File: config.mk
export PLATFORM = sky130hd
export DESIGN_NAME = mult_requester
export DESIGN_NICKNAME = d
export VERILOG_FILES = /design/src/rtl/mult_requester.sv
export SDC_FILE = /design/constraint.sdc
export NUM_CORES = 1
export LEC_CHECK = 0
export ABC_CLOCK_PERIOD_IN_PS = 2700
export BUFFER_PORTS_ARGS = -buffer_cell sky130_fd_sc_hd__buf_2
export CAP_MARGIN = 5
export CELL_PAD_IN_SITES_DETAIL_PLACEMENT = 1
export CELL_PAD_IN_SITES_GLOBAL_PLACEMENT = 2
export CORE_MARGIN = 1
export CORE_UTILIZATION = 38
export CTS_CLUSTER_DIAMETER = 200
export DETAILED_ROUTE_END_ITERATION = 10
export PLACE_DENSITY = 0.83
export SYNTH_ARGS = -nofsm -noshare
export SYNTH_HDL_FRONTEND = slang
export SYNTH_SLANG_ARGS = --single-unit
File: constraint.sdc
create_clock -name clk -period 2.7 [get_ports clk]
set_input_delay 0.54 -clock clk [delete_from_list [all_inputs] [get_ports clk]]
set_output_delay 0.54 -clock clk [all_outputs]
set_load 0.02 [all_outputs]
File: src/rtl/mult_requester.sv
// mult_requester: queues operand pairs, issues them one at a time to the
// multiplier over ready/Done_Flag/ack, and holds each product for downstream.
//
// Parameters:
//   DEPTH   - operand FIFO entries (power of two, >= 2)
//   TIMEOUT - max REQ cycles without Done_Flag (only with MULT_TIMEOUT_EN)
// Ports:
//   clk, reset (async, active low)
//   op_valid, op_a, op_b, op_full  - upstream operand push side
//   a, b, ready, Done_Flag, producto, ack - multiplier handshake
//   res_valid, res_data, res_take  - downstream result side
//   busy, err                      - status (err sticky timeout flag)
// Optional feature macro: MULT_TIMEOUT_EN (REQ watchdog, drives err).
module mult_requester #(
   parameter int DEPTH   = 4,
   parameter int TIMEOUT = 64
) (
   input  logic        clk,
   input  logic        reset,
   input  logic        op_valid,
   input  logic [15:0] op_a,
   input  logic [15:0] op_b,
   output logic        op_full,
   output logic [15:0] a,
   output logic [15:0] b,
   output logic        ready,
   input  logic        Done_Flag,
   input  logic [31:0] producto,
   output logic        ack,
   output logic        res_valid,
   output logic [31:0] res_data,
   input  logic        res_take,
   output logic        busy,
   output logic        err
);

   localparam int PTR_W = $clog2(DEPTH);
   localparam logic [PTR_W:0] FULL_CNT = (PTR_W + 1)'(DEPTH);

   typedef enum logic [1:0] {IDLE, REQ, ACKW, DRAIN} state_t;

   state_t state_q, state_d;

   logic [31:0]      mem_q [DEPTH];
   logic [PTR_W-1:0] wr_q, rd_q;
   logic [PTR_W:0]   cnt_q, cnt_d;
   logic             full_q, full_d;
   logic             busy_q, busy_d;

   logic [15:0] a_q, a_d, b_q, b_d;
   logic        ready_q, ready_d;
   logic        ack_q, ack_d;
   logic        rv_q, rv_d;
   logic [31:0] rd_data_q, rd_data_d;

   logic        push, pop, tmo;
   logic [31:0] head;

   // Full check uses the registered flag, so a push while full is
   // dropped even when the same edge pops an entry.
   assign push = op_valid && !full_q;
   // A result slot frees up either already or at this very edge.
   assign pop  = (state_q == IDLE) && (cnt_q != '0) &&
                 (!rv_q || res_take);
   assign head = mem_q[rd_q];

`ifdef MULT_TIMEOUT_EN
   localparam int TW = $clog2(TIMEOUT + 1);
   logic [TW-1:0] tcnt_q;
   logic          err_q;

   assign tmo = (state_q == REQ) && !Done_Flag &&
                (tcnt_q == TW'(TIMEOUT - 1));

   always_ff @(posedge clk or negedge reset) begin
      if (!reset) begin
         tcnt_q <= '0;
         err_q  <= 1'b0;
      end else begin
         tcnt_q <= (state_q == REQ) ? tcnt_q + 1'b1 : '0;
         if (tmo) err_q <= 1'b1;
      end
   end

   assign err = err_q;
`else
   logic unused_timeout;
   assign unused_timeout = (TIMEOUT > 0);
   assign tmo = 1'b0;
   assign err = 1'b0;
`endif

   // Operand storage; pointers are reset, contents need not be.
   always_ff @(posedge clk) begin
      if (push) mem_q[wr_q] <= {op_a, op_b};
   end

   always_comb begin
      cnt_d = cnt_q;
      unique case ({push, pop})
         2'b10:   cnt_d = cnt_q + 1'b1;
         2'b01:   cnt_d = cnt_q - 1'b1;
         default: cnt_d = cnt_q;
      endcase
   end

   assign full_d = (cnt_d == FULL_CNT);
   assign busy_d = (state_d != IDLE) || (cnt_d != '0);

   // FSM: state register
   always_ff @(posedge clk or negedge reset) begin
      if (!reset) state_q <= IDLE;
      else        state_q <= state_d;
   end

   // FSM: next state
   always_comb begin
      state_d = state_q;
      unique case (state_q)
         IDLE:  if (pop) state_d = REQ;
         REQ: begin
            if (Done_Flag) state_d = ACKW;
            else if (tmo)  state_d = DRAIN;
         end
         ACKW:  state_d = DRAIN;
         DRAIN: if (!Done_Flag) state_d = IDLE;
         default: state_d = IDLE;
      endcase
   end

   // FSM: outputs (next values of the output registers)
   always_comb begin
      a_d       = a_q;
      b_d       = b_q;
      ready_d   = ready_q;
      ack_d     = 1'b0;
      rv_d      = rv_q && !res_take;
      rd_data_d = rd_data_q;
      unique case (state_q)
         IDLE: begin
            if (pop) begin
               a_d     = head[31:16];
               b_d     = head[15:0];
               ready_d = 1'b1;
            end
         end
         REQ: begin
            if (Done_Flag) begin
               rd_data_d = producto;
               rv_d      = 1'b1;
               ready_d   = 1'b0;
               ack_d     = 1'b1;
            end else if (tmo) begin
               ready_d = 1'b0;
            end
         end
         default: ;
      endcase
   end

   always_ff @(posedge clk or negedge reset) begin
      if (!reset) begin
         wr_q      <= '0;
         rd_q      <= '0;
         cnt_q     <= '0;
         full_q    <= 1'b0;
         busy_q    <= 1'b0;
         a_q       <= '0;
         b_q       <= '0;
         ready_q   <= 1'b0;
         ack_q     <= 1'b0;
         rv_q      <= 1'b0;
         rd_data_q <= '0;
      end else begin
         if (push) wr_q <= wr_q + 1'b1;
         if (pop)  rd_q <= rd_q + 1'b1;
         cnt_q     <= cnt_d;
         full_q    <= full_d;
         busy_q    <= busy_d;
         a_q       <= a_d;
         b_q       <= b_d;
         ready_q   <= ready_d;
         ack_q     <= ack_d;
         rv_q      <= rv_d;
         rd_data_q <= rd_data_d;
      end
   end

   assign op_full   = full_q;
   assign busy      = busy_q;
   assign a         = a_q;
   assign b         = b_q;
   assign ready     = ready_q;
   assign ack       = ack_q;
   assign res_valid = rv_q;
   assign res_data  = rd_data_q;

endmodule
Yosys cells after proc, flatten, opt, wreduce, memory -nomap -nowiden
Memory sizes are Yosys's and may differ from the RTL's. A register that Yosys moved wholly into a read port is not among the register bits.
Index checks and enable logic that the tools add are counted.
W data, S select, Z words.

cells by class
  $add $sub $neg = 4
  equality and inequality tests = 8
  muxes and demuxes = 14
  reduce and logical (&&, ||, !) cells = 18

operators by type and width
  cell                   count
  $mux W1                8
  $pmux W2 S4            1
  $eq A2 B2 Y1 const B   3
  $mux W2                3
  $pmux W3 S2            1
  $reduce_bool A3 Y1     2
  $add A2 B1 Y2 const B  2
  $eq A2 B1 Y1 const B   2
  $logic_and A1 B1 Y1    4
  $logic_not A1 Y1       4
  $ne A2 B2 Y1 const B   2
  $reduce_and A2 Y1      2
  $reduce_bool A2 Y1     2
  $add A3 B1 Y3 const B  1
  $eq A3 B3 Y1 const B   1
  $reduce_and A3 Y1      1
  $sub A3 B1 Y3 const B  1
  $logic_not A2 Y1       1
  $logic_or A1 B1 Y1     2
  $pmux W1 S2            1

word-level totals
  register bits = 46
  memory bits (writable) = 128
  word-level logic and storage cells = 55
  memories kept = 1

memory list
  memory  depth  bits a word  rd ports  clocked after memory_dff  write ports  line  source
  mem_q   4      32           1         1                         1            44    logic [31:0] mem_q [DEPTH];

Depth between registers and ports, before layout
Gate-level depths: netlist of run 1.

  depth in word-level cells = 7
  depth in mapped cells = 11
  depth with buffers taken out = 10

Worst setup path after synthesis of run 1
OpenSTA, ideal clock, no wires.

  path kind = register -> register
  from = reg rv_q (netlist: res_valid)
  to = reg busy_q (netlist: busy)
  arrival time = 2.779 ns
  data required time = 2.562 ns
  path slack = -0.218 ns
  cell stages (with the launch flop) = 12
  path buffers = 1
  period minus slack after synthesis = 2.918 ns
  cells stage by stage = dfrtp_1 -> nor2b_1 -> or4_4 -> clkinv_8 -> buf_12 -> ha_1 -> inv_1 -> fa_1 -> xor2_1 -> nor2_1 -> xnor2_1 -> or4b_1

on the way
  word-level cells in the longest chain between the ends = 7

ends and longest elaborated chain
  element                                                   line      source
  start: declaration                                        53        logic rv_q, rv_d;
  start signal: assignment                                  184       rv_q <= rv_d;
  $logic_not A1 Y1 *                                        64        (!rv_q || res_take);
  $logic_or A1 B1 Y1 *                                      64
  $logic_and A1 B1 Y1 *                                     63        assign pop = (state_q == IDLE) && (cnt_q != '0) &&
  net pop                                                   56        logic push, pop, tmo;
  $eq A2 B1 Y1, or another cell as far along                100       unique case ({push, pop})
  $pmux W3 S2 or $pmux W2 S4 (tied branches)                100, 119
  $reduce_bool A3 Y1 or $reduce_bool A2 Y1 (tied branches)  108       assign busy_d = (state_d != IDLE) || (cnt_d != '0);
  $logic_or A1 B1 Y1 *                                      108
  net busy_d                                                48        logic busy_q, busy_d;
  end signal: assignment                                    179       busy_q <= busy_d;
  end: declaration                                          48

The timed path passes the listed nets; every way through them passes the cells marked *.
A chain may end at the register's enable or synchronous reset.

Worst setup path after layout of run 1
  from = reg rv_q (netlist: res_valid)
  to = reg busy_q (netlist: busy)

on the way
  word-level cells in the longest chain between the ends = 7

ends and longest elaborated chain
  element                                                   line
  $logic_not A1 Y1 *                                        64
  $logic_or A1 B1 Y1 *                                      64
  $logic_and A1 B1 Y1 *                                     63
  $eq A2 B1 Y1, or another cell as far along                100
  $pmux W3 S2 or $pmux W2 S4 (tied branches)                100, 119
  $reduce_bool A3 Y1 or $reduce_bool A2 Y1 (tied branches)  108
  $logic_or A1 B1 Y1 *                                      108
  net busy_d                                                48

Marked as above.

==> results of run 1 <==
## sequential cells by signal, summed over array words and instances (netlist names)
signal,count
ready,1
busy,1
ack,1
state_q,2
a,16
op_full,1
rd_q,2
res_valid,1
b,16
cnt_q,3
mem_q,128
wr_q,2
res_data,32
## worst max path at each step
stage | startpoint | to | slack (ns) | cells past startpoint
final | res_valid$_DFF_PN0_ | busy$_DFF_PN0_ | 0.06 | 10
after global routing | res_valid$_DFF_PN0_ | busy$_DFF_PN0_ | -0.04 | 10
after CTS | res_valid$_DFF_PN0_ | busy$_DFF_PN0_ | 0.03 | 10
after detailed placement | res_take | busy$_DFF_PN0_ | -0.20 | 11
after global placement | res_take | busy$_DFF_PN0_ | -0.12 | 10
after floorplan | res_valid$_DFF_PN0_ | busy$_DFF_PN0_ | -0.21 | 10
## power by group through the flow
stage / sequential, uW / combinational, uW / clock (uW)
after floorplan: 5400 / 2450 / 0
after global placement: 4880 / 4070 / 0
after detailed placement: 4950 / 4200 / 0
after CTS: 4900 / 4210 / 3450
after global routing: 4990 / 4450 / 3560
final: 4870 / 4120 / 3350
## critical path: cells and delay by family, from the launching register on
family | cells | cell delay (ns)
AND/OR/NAND/NOR | 4 | 1.26
adder cells (fa/ha/maj) | 2 | 0.46
buffers and inverters | 2 | 0.10
XOR/XNOR | 2 | 0.31
flip-flops | 1 | 0.38
## layer usage
layer	vias to the layer above	routed length [um]	GRT usage, %
met2	139	7650	26.0
met1	1988	6310	18.2
met3	25	1060	4.14
met4	0	352	4.11
met5	-	0	0
li1	1742	-	-
## Yosys cell counts (all sizes together)
cell type  instances
nor3               1
clkbuf             3
nor2               3
conb               1
mux2              64
a22oi              1
fa                 1
nor2b              4
ha                 5
nand2              6
and2               4
dfrtp             78
nand2b             1
a21oi              1
clkinv             1
xor2               1
inv                9
or4                1
nand3              1
o21ai              2
buf               13
mux4              32
edfxtp           128
or4b               1
xnor2              6
## final cells by class
class / count / area [um^2] / share of cell area [%]
Tap cell: 270 / 338 / 3.46
Sequential cell: 206 / 5800 / 59.4
Timing Repair Buffer: 157 / 863 / 8.84
Multi-Input combinational cell: 136 / 1890 / 19.3
Clock inverter: 14 / 203 / 2.08
Inverter: 10 / 50.0 / 0.513
Clock buffer: 28 / 624 / 6.39
## kinds of logic after synthesis
group           synth area share (%)
compound gates                 0.287
xor+xnor                       0.879
fa+ha+maj                       1.05
buf+inv                         2.43
flops                           74.0
mux                             19.7
other cells                   0.0479
simple gates                    1.58
## repair_timing
action,in CTS,in global routing
resized for setup,0,3
setup endpoints to repair,1,1
pin swaps,1,1
## per-stage QoR
step	worst slack [ns]	hold WS [ns]	cells	total power (uW)	utilization (%)
floorplan	-0.206	0.244	368	7850	-
global placement	-0.121	0.456	779	8950	44.1
detailed placement	-0.205	0.463	779	9150	44.1
CTS	0.0271	0.0198	821	12600	48.2
global route	-0.0357	0.0443	821	13000	48.3
finish	0.0595	0.0169	821	12300	48.3
==> metrics.txt, run 1 <==
Setup Fix Bufs, Post-CTS 0; worst-margin pin slew 0.882 ns; Req. time, crit path 3.07 ns; Starting Density 38.7%; GRT Total Usage 14.9%; Total Wirelength 15400 um; H-tree depth 1; number of synthesis warnings 0; Psw 3810 uW; Worst Path Max Fanout 2; commonest non-fill, non-tap cell in the layout buf_2; vias in the first global route 4413; clock sinks 206; distinct cell type count after synthesis 32; post-route ant nets 0; total grt overflow 0; final worst path period need 2.64 ns; Detailed Routing Iterations Pass 1 4; sequential share of power 39.5%; CP Data Arrival Time 3.01 ns; gpl congestion 0.784; Hold Path Class input pin to async pin; Die W 146 um; Synth Register Bits 206; IO Pins 139; RR Endpoint busy$_DFF_PN0_; via-per-instance ratio 4.74; Antenna Cells 0; routed len/inst 18.7 um; status finished, final reports clean; DP HPWL 10000 um; Placement Rows 52; post-synthesis sequential area ratio 74.0%; Gate power share 33.4%; Worst-Skew Late Latency 0.51 ns; largest cells by area after synthesis edfxtp_1 49%, dfrtp_1 25%, mux4_2 9.2%, mux2_4 5.4%, mux2_2 5.2%; Reg clk slew, reported paths 0.06 ns; relative slew slack 41.2%; layout cell share with drive strength beyond 1 55.7%; clk root buf clkbuf_16; CP Cell Sequence nor2b_4, or4_4, clkinv_8, ha_4, inv_2, fa_2, xor2_1, nor2_1, xnor2_1, or4b_1; initial antenna violation count 0; Final period util 97.8%; die area 21200 um^2; Hold Buf Count CTS 0; drt drc 0; area grow syn2layout 24.6%; Setup TNS 0 ns; Fillers 1900; Max Cap Viol 0; final-report hold violation count 0; worst r2r path cells 10; RSZ-0062 raised after global routing true; FMAX 0.379 GHz; switch share 30.9%; clock tree from TritonCTS done; R2R setup slack 0.06 ns; Synth Cell Area 7830 um^2; synthesized area per cell 21.3 um^2; pwr dens 1260 nW/um^2; core area 20200 um^2; clock power share 27.2%; Lkg Pwr 0.00391 uW; largest area contributor in the netlist edfxtp_1; cell area after layout 9760 um^2; Internal Dissipation 8540 uW; PortBufs 137; final setup vio count 0; clock tree buffer depth 3; Final Max Tran Viols 0; share of the synthesized area in the top cell type 49.1%; Post-Synthesis Cells 368; most frequent cells in the layout 136 x buf_2, 128 x edfxtp_1, 76 x dfrtp_1, 36 x mux2_2, 32 x mux4_2; CTS buffer count 23; Mapped Nets 443; CP Class flop to flop; Critical Path End Type flop; Slowest cell on crit path or4_4; DIE HEIGHT 146 um; slowest stage delay, CP 0.53 ns; nets@finish 609; largest net degree at the start of global routing 41; RR Startpoint res_valid$_DFF_PN0_; Max Clock Skew 0.0184 ns; placed cell area 8930 um^2; Starting DRT DRC Count 165; Peak VDD IR 0.628 mV; first-pass GRT wire length 24500 um; CP Launch Type flop; detailed-route via count 3894
(Power assumes the default switching activity.)
==> inputs of run 2 (changes only) <==
ABC_CLOCK_PERIOD_IN_PS = 3000   (was 2700)
CORE_UTILIZATION = 42   (was 38)
PLACE_DENSITY = 0.86   (was 0.83)
clock period = 3 ns   (was 2.7 ns; I/O delays follow)
==> run 2 against run 1 <==
Against the previous run: the run now ends with design-rule violations left; die area shrank 9.4%; sequential cell count is the same; power shrank 14%.
==> metrics.txt, run 2 (synthesis results as in run 1) <==
status finished, violations left; violated checks design-rule violations; detailed-route via count 3851 (-1.1%); CP Launch Type flop; RR Startpoint res_valid$_DFF_PN0_; post-route ant nets 0 (unchanged); DIE HEIGHT 139 um (-4.8%); worst-margin pin slew 0.928 ns (+0.0456 ns); IO Pins 139 (unchanged); Setup TNS 0 ns (unchanged); Peak VDD IR 0.490 mV (-22%); gpl congestion 0.705 (-10%); total grt overflow 0 (unchanged); via-per-instance ratio 5.00 (+5.4%); initial antenna violation count 0 (unchanged); routed len/inst 20.1 um (+7.2%); DP HPWL 9500 um (-5.0%); Starting DRT DRC Count 217 (+32%); area grow syn2layout 21.8%; Die W 139 um (-4.8%); nets@finish 599 (-1.6%); Antenna Cells 0 (unchanged); final worst path period need 2.79 ns (+0.148 ns); R2R setup slack 0.21 ns (+0.15 ns); placed cell area 8830 um^2 (-1.2%); Detailed Routing Iterations Pass 1 7 (+3); Hold Buf Count CTS 0 (unchanged); Critical Path End Type flop; post-CTS resize count 0 (unchanged); GRT Total Usage 16.7% (+1.8 points); CP Class flop to flop; setup ws final 0.212 ns (+0.152 ns); RR Endpoint busy$_DFF_PN0_; clk root buf clkbuf_16; Total Wirelength 15500 um (+0.55%); max FFs per register 128 (unchanged); die area 19200 um^2 (-9.4%); CP Data Arrival Time 3.15 ns (+0.14 ns); Max Clock Skew 0.0151 ns (-0.00336 ns); Final period util 92.9% (-4.9 points); Starting Density 43.2% (+4.5 points); slowest stage delay, CP 0.53 ns (about the same); Worst-Skew Late Latency 0.51 ns (about the same); final setup vio count 0 (unchanged); final-report hold violation count 0 (unchanged); Req. time, crit path 3.36 ns (+0.29 ns); clock tree buffer depth 3 (unchanged); drt drc 40 (+40); Reg clk slew, reported paths 0.06 ns (about the same); Slowest cell on crit path or4_4; RSZ-0062 raised after global routing false; Placement Rows 49 (-5.8%); FMAX 0.359 GHz (-5.3%); Max Cap Viol 0 (unchanged); vias in the first global route 4391 (-0.50%); Setup WS pre-CTS 0.000518 ns (+0.205 ns); CTS buffer count 23 (unchanged); Hold Path Class input pin to async pin; Setup Fix Bufs, Post-CTS 0 (unchanged); first-pass GRT wire length 24600 um (+0.67%); core area 18100 um^2 (-10%); most frequent cells in the layout 136 x buf_2, 128 x edfxtp_1, 76 x dfrtp_1, 36 x mux2_2, 32 x mux4_2; PortBufs 137 (unchanged); layout cell share with drive strength beyond 1 53.2% (-2.5 points); H-tree depth 1 (unchanged); Top reg by flops mem_q; clock sinks 206 (unchanged); clock tree from TritonCTS done; cell area after layout 9540 um^2 (-2.3%); commonest non-fill, non-tap cell in the layout buf_2; Tot Pwr 10600 uW (-14%); most frequent CP cell nor2b_1; largest net degree at the start of global routing 43 (+4.9%); Final Max Tran Viols 0 (unchanged); Worst Path Max Fanout 2 (unchanged); Lkg Pwr 0.00382 uW (-2.3%); worst r2r path cells 9 (-1); pwr dens 1120 nW/um^2 (-12%); CP Cell Sequence nor2b_1, or4_4, clkinv_8, ha_1, inv_1, fa_1, nor2b_1, a22oi_1, or4b_1; relative slew slack 38.1% (-3.0 points)
[run 2: cell type report]
type / count / area (um^2)
Fill cell: 1686 / 8610
Sequential cell: 206 / 5800
Multi-Input combinational cell: 136 / 1850
Timing Repair Buffer: 147 / 838
Clock buffer: 32 / 629
Tap cell: 229 / 287
Clock inverter: 10 / 85.1
Inverter: 10 / 50.0
[run 2: per-layer routing]
layer / GRT usage [%] / share of wire, %
met4: 4.38 / 2.1
met3: 4.11 / 6.3
met5: 0 / 0
met2: 28.2 / 48
met1: 21.6 / 43
[run 2: critical path: cells and delay by family, from the launching register on]
kind            cells  cell delay, ns
simple gates        4            1.36
flops               1            0.37
fa+ha+maj           2            0.66
compound gates      1            0.12
buf+inv             2            0.13
[run 2: how the worst max path moves through the flow]
stage	start	to	slack, ns	cells past startpoint
after floorplan	res_take	busy$_DFF_PN0_	0.04	11
after global placement	res_take	busy$_DFF_PN0_	0.07	11
after detailed placement	res_take	busy$_DFF_PN0_	0.0005	10
after CTS	res_valid$_DFF_PN0_	busy$_DFF_PN0_	0.21	9
after global routing	res_valid$_DFF_PN0_	busy$_DFF_PN0_	0.09	10
final	res_valid$_DFF_PN0_	busy$_DFF_PN0_	0.21	9
[run 2: where the power goes]
group,switching [uW],internal (uW)
clock,1070,1560
combinational,1840,1780
sequential,475,3930
[run 2: metrics by stage]
| stage | hold WS (ns) | instances | utilization [%] |
|---|---|---|---|
| 2_1_floorplan | 0.304 | 368 | - |
| 3_3_place_gp | 0.460 | 728 | 48.6 |
| 3_5_place_dp | 0.487 | 728 | 48.6 |
| 4_1_cts | 0.145 | 770 | 52.6 |
| 5_1_grt | 0.167 | 770 | 52.6 |
| 6_report | 0.129 | 770 | 52.6 |
